<file path="src/rtl/key_led_ctrl.sv">
`default_nettype none
// ============================================================================
//  Module   : key_led_ctrl
//  Purpose  : Four debounced push-buttons select an LED pattern mode
//             (OFF / BLINK / RUN) and pause or resume the running pattern.
//  Revision : 1.0  initial release
// ============================================================================
module key_led_ctrl #(
    parameter int DELAY_10MS = 500_000,     // debounce hold time, sclk cycles
    parameter int STEP_CNT   = 25_000_000   // pattern step period, sclk cycles
) (
    input  logic       sclk,
    input  logic       s_rst_n,
    input  logic [3:0] key,
    output logic [3:0] led,
    output logic [1:0] mode,
    output logic       paused
);

    typedef enum logic [1:0] {
        MODE_OFF   = 2'b00,
        MODE_BLINK = 2'b01,
        MODE_RUN   = 2'b10
    } mode_t;

    localparam int                HOLD_W    = 19;
    localparam logic [HOLD_W-1:0] HOLD_MAX  = HOLD_W'(DELAY_10MS);
    localparam logic [HOLD_W-1:0] HOLD_LAST = HOLD_W'(DELAY_10MS - 1);
    localparam int                STEP_W    = (STEP_CNT > 1) ? $clog2(STEP_CNT) : 1;
    localparam logic [STEP_W-1:0] STEP_LAST = STEP_W'(STEP_CNT - 1);

    logic [3:0]        press;     // one-cycle debounced press pulses
    mode_t             state;
    logic [STEP_W-1:0] step;      // pattern step timer
    logic              running;   // step timer allowed to advance
    logic              tick;      // last cycle of a step period

    // ------------------------------------------------------------------------
    // Per-key debounce: the pulse fires on the cycle the counter would move
    // from DELAY_10MS-1 to DELAY_10MS, so exactly DELAY_10MS consecutive low
    // samples are needed and a saturated counter never repeats the pulse.
    // ------------------------------------------------------------------------
    genvar gi;
    generate
        for (gi = 0; gi < 4; gi++) begin : g_key
            logic [HOLD_W-1:0] hold_cnt;
            logic              pulse;

            // Hold counter and press pulse for one key
            always_ff @(posedge sclk or negedge s_rst_n) begin
                if (!s_rst_n) begin
                    hold_cnt <= '0;
                    pulse    <= 1'b0;
                end else begin
                    pulse <= ~key[gi] && (hold_cnt == HOLD_LAST);
                    if (key[gi]) begin
                        hold_cnt <= '0;
                    end else if (hold_cnt < HOLD_MAX) begin
                        hold_cnt <= hold_cnt + 1'b1;
                    end
                end
            end

            assign press[gi] = pulse;
        end
    endgenerate

    assign running = (state != MODE_OFF) && !paused;
    assign tick    = running && (step == STEP_LAST);

    // Mode / pattern state: an accepted press (lowest index wins) always
    // pre-empts the timer for that cycle, so a coincident tick is dropped.
    always_ff @(posedge sclk or negedge s_rst_n) begin
        if (!s_rst_n) begin
            state  <= MODE_OFF;
            led    <= 4'b0000;
            paused <= 1'b0;
            step   <= '0;
        end else if (press[0]) begin
            state  <= MODE_OFF;
            led    <= 4'b0000;
            paused <= 1'b0;
            step   <= '0;
        end else if (press[1]) begin
            state  <= MODE_BLINK;
            led    <= 4'b1111;
            paused <= 1'b0;
            step   <= '0;
        end else if (press[2]) begin
            state  <= MODE_RUN;
            led    <= 4'b0001;
            paused <= 1'b0;
            step   <= '0;
        end else if (press[3]) begin
            // Pause toggles only while a pattern exists; timer holds this cycle
            if (state != MODE_OFF) begin
                paused <= ~paused;
            end
        end else if (running) begin
            if (tick) begin
                step <= '0;
                if (state == MODE_BLINK) begin
                    led <= ~led;
                end else begin
                    led <= {led[2:0], led[3]};
                end
            end else begin
                step <= step + 1'b1;
            end
        end
    end

    assign mode = state;

endmodule
`default_nettype wire

</file>
<file path="config.mk">
export PLATFORM = sky130hd
export DESIGN_NAME = key_led_ctrl
export DESIGN_NICKNAME = d
export VERILOG_FILES = /design/src/rtl/key_led_ctrl.sv
export SDC_FILE = /design/constraint.sdc
export NUM_CORES = 1
export LEC_CHECK = 0
export BUFFER_PORTS_ARGS = -buffer_cell sky130_fd_sc_hd__buf_4
export CORE_AREA = 2 2 118 120
export CTS_BUF_LIST = sky130_fd_sc_hd__clkbuf_16
export DETAILED_ROUTE_END_ITERATION = 10
export DIE_AREA = 0 0 120 122
export GPL_TIMING_DRIVEN = 0
export HOLD_SLACK_MARGIN = 0.08
export SYNTH_ARGS = -nofsm -noshare
export SYNTH_HDL_FRONTEND = slang
export SYNTH_SLANG_ARGS = --single-unit
</file>
<file path="constraint.sdc">
create_clock -name sclk -period 2.26 [get_ports sclk]
set_input_delay 0.452 -clock sclk [delete_from_list [all_inputs] [get_ports sclk]]
set_output_delay 0.452 -clock sclk [all_outputs]
set_load 0.01 [all_outputs]
</file>
==> metrics.md <==
| Metric | Value |
|---|---|
| Outcome | `finished, final reports clean` |
| Fin Setup TNS | `0 ps` |
| Fill cell count | `roughly 1300` |
| Post-layout min period | `about 2200 ps` |
| Total GRT Usage | `19.0%` |
| NetSw | `around 0.8 mW` |
| Crit path arrival time | `2440 ps` |
| Fin crit share | `between 90% and 100%` |
| Pint | `roughly 2.9 mW` |
| RSZ-0062 raised after global routing | `yes` |
| Rows | `43` |
| Share of cells above drive strength 1 | `a little under a tenth` |
| Largest net degree at the start of global routing | `72` |
| Hold crit path type | `in2async` |
| Static leakage | `2.65 nW` |
| Initial antenna violation count | `0` |
| Async SR Flop Fraction | `100%` |
| Final WL | `between 10000 and 15000 µm` |
| Placed cell area | `~6300 µm²` |
| Vias in the first global route | `approximately 4700` |
| CTS tree | `yes` |
| Final hold violations | `0` |
| Seq cells post-synth | `approximately 110` |
| # DRC | `0` |
| Die width | `between 100 and 150 µm` |
| Initial DRT Pass Iterations | `5` |
| First-pass GRT wire length | `22700 µm` |
| # IOs | `13` |
| Maximum buffer depth of the clock tree | `2` |
| Max Cap Viol | `0` |
| Clock slew at reported path FFs | `roughly 70 ps` |
| Syn Area/Cell | `between 9 and 10 µm²` |
| Syn. warnings | `0` |
| # setup viols final | `0` |
| Clk Latency, worst-skew pair | `350 ps` |
| Total Nets Final | `between 600 and 700` |
| Htree depth | `3` |
| Rel. slew slack | `55.0%` |
| Overflow after GRT | `0` |
| VDD IR max | `448 µV` |
| Fmax | `roughly 450 MHz` |
| Netlist cell types | `50` |
| Net Count, Synth | `646` |
| TritonCTS buffer count | `9` |
| Average routed wire per standard cell | `between 15 and 20 µm` |
| Height of the die | `roughly 120 µm` |
| Vias | `between 4000 and 5000` |
| Routability cong. | `slightly below 0.9` |
| DRT iter0 DRCs | `about 340` |
| Ant. Diodes | `0` |
| Initial Util | `44.0%` |
| DP HPWL | `8810 µm` |
| Buf/Inv on CP | `2` |
| Die area | `14600 µm²` |
| Critical Path Sink Type | `flop` |
| Top Family by Delay on Critical Path | `simple AND/OR/NAND/NOR gates` |
| Critical path class | `reg2reg` |
| Post-synth EDFFs | `0` |
| Routed Antenna Nets | `0` |
| Slew @ Worst Pin | `around 670 ps` |
| Delay of the slowest cell on the worst path | `approximately 550 ps` |
| Slowest CP cell | `or4_4` |
| CP Cell Sequence | `or4_4 > or3_4 > buf_6 > buf_6 > a211oi_1 > xnor2_1 > nor2_1` |
| Slew Viols, Final | `0` |
| Startpoint types | `flop` |
| Mapped cell area | `~5900 µm²` |
| Area Growth Syn to Fin | `12.7%` |
| Root Driver | `clkbuf_16` |
| Multi-input gate area | `~3000 µm²` |
| Seq/Total Area, Yosys | `between 40% and 50%` |
| Synth Flop Type | `dfrtp_1` |
| CP max FO | `10` |
| Clk_skew | `6.97 ps` |
| Seq pwr share | `55.3%` |
| Final Cell Area | `6700 µm²` |
| CTS Sinks | `112` |
| PortBufs | `12` |
| CTS Hold Bufs | `0` |
| Power density over cell area | `between 500 and 600 nW/µm²` |
| Average vias per placed instance | `between 5 and 6` |
| Place WS | `-456 ps` |
| Switching part of the total | `21.7%` |
| Register Area | `between 2000 and 3000 µm²` |
| Final worst slack | `~46 ps` |
| Most used cell, CP | `buf_6` |
| CP required | `roughly 2500 ps` |
| Syn Inst Count | `635` |
| Clk network pwr share | `slightly above 40%` |
| Final cell count without fillers | `844` |
| Gate power share | `about 3.2%` |
| Core Area | `13500 µm²` |
| Dpl cells | `between 800 and 900` |
-- layout by cell type (no fill, tap or decap), types with 4 or more instances in the layout --
cell type / count
dfrtp_1: 112
nor2_1: 93
xnor2_1: 48
nand4_1: 42
nand2_1: 40
nand3_1: 31
xor2_1: 26
a21oi_1: 25
o21ai_0: 20
nor4_1: 19
clkbuf_1: 19
and4_1: 15
buf_4: 15
inv_1: 13
nor3_1: 13
or3_1: 11
and3_1: 10
clkbuf_16: 9
a311o_1: 6
nand4b_1: 5
nor4bb_1: 5
and2_1: 5
nand3b_1: 5
clkbuf_2: 4
a2111oi_2: 4
ha_1: 4
-- worst reg2reg max path, cell delays in order, from the launching register on --
cell      delay [ps]
dfrtp_1          410
or4_4            550
or3_4            380
buf_6            150
buf_6            150
a211oi_1         240
xnor2_1          160
nor2_1            50
-- timing repair --
| action | CTS | global route |
|---|---|---|
| gates resized for setup | 12 | 26 |
| pin swaps | 0 | 2 |
| gates cloned | 0 | 0 |
| setup endpoints to repair | 35 | 49 |
| setup buffers | 2 | 1 |
-- power by group through the flow --
stage	sequential (mW)	clock, mW	combinational [mW]
final	2.04	1.53	0.120
after CTS	2.04	1.60	0.125
after global routing	2.04	1.66	0.140
after floorplan	2.08	0	0.0544
after global placement	2.08	0	0.114
after detailed placement	2.08	0	0.124
-- final timing paths --
| check | cells after the start | start | slack (ps) | to |
|---|---|---|---|---|
| max in group asynchronous | 2 | s_rst_n | 1440 | g_key[0].hold_cnt[12] |
| min in group sclk | 3 | key[0] | 380 | g_key[0].pulse |
| max reg2reg | 7 | g_key[1].hold_cnt[11] | 50 | g_key[1].hold_cnt[5] |
| max | 7 | g_key[1].hold_cnt[11] | 50 | g_key[1].hold_cnt[5] |
| min | 1 | s_rst_n | 80 | g_key[2].hold_cnt[12] |
| min reg2reg | 2 | g_key[1].hold_cnt[18] | 510 | g_key[1].hold_cnt[18] |
-- sequential cells by signal, indices dropped and copies added, names as in the netlist --
name,cells
led,4
g_key.hold_cnt,76
g_key.pulse,4
step,25
paused,1
mode,2
-- synth_stat cells (all sizes together) (2+ instances only) --
library cell	instances	area [µm²]
dfrtp	112	2800
nor2	94	353
xnor2	48	420
nand4	42	263
nand2	40	150
nand3	31	155
a21oi	26	130
xor2	26	228
clkbuf	25	93.8
nor4	22	138
o21ai	21	105
and4	16	140
nor3	14	70.1
inv	13	48.8
or3	13	81.3
and3	10	62.6
a311o	6	60.1
and2	6	37.5
ha	5	62.6
nand3b	5	37.5
nand4b	5	43.8
nor4bb	5	50.1
a2111oi	4	45.0
a211oi	4	30.0
a311oi	3	26.3
nor2b	3	18.8
nor4b	3	26.3
o21a	3	22.5
o31ai	3	22.5
or2	3	18.8
or4	3	22.5
a21o	2	15.0
a41oi	2	17.5
buf	2	16.3
nand2b	2	12.5
nor3b	2	15.0
-- metrics by stage --
stage	total power, mW	utilization, %	hold WS (ps)
2_1_floorplan	2.13	-	156
3_3_place_gp	2.19	46.3	488
3_5_place_dp	2.21	46.5	487
4_1_cts	3.77	48.9	104
5_1_grt	3.85	49.6	121
6_report	3.70	49.6	82.3
-- routing by layer --
| metal | vias to the layer above | routed length [µm] | global-route usage [%] |
|---|---|---|---|
| met5 | - | 0 | 0 |
| met1 | 2438 | 6210 | 25.4 |
| met2 | 69 | 6270 | 30.5 |
| met4 | 0 | 186 | 6.18 |
| li1 | 2351 | - | - |
| met3 | 17 | 516 | 4.78 |
-- final cells by class --
class	instances	share of cell area (%)
Sequential cell	112	41.9
Inverter	13	0.729
Tap cell	180	3.36
Clock buffer	9	3.36
Timing Repair Buffer	16	2.09
Multi-Input combinational cell	483	46.0
Clock inverter	5	0.747
Buffer	26	1.81
-- cells by family after synthesis --
| group | count (synthesis) | share of synthesized area [%] |
|---|---|---|
| AO/OA/AOI/OAI | 82 | 9.10 |
| XOR/XNOR | 74 | 10.9 |
| adder cells (fa/ha/maj) | 5 | 1.05 |
| buffers and inverters | 40 | 2.68 |
| flip-flops | 112 | 47.2 |
| multiplexers | 2 | 0.358 |
| AND/OR/NAND/NOR | 320 | 28.7 |
No activity file was read; power rests on OpenSTA's default activity.
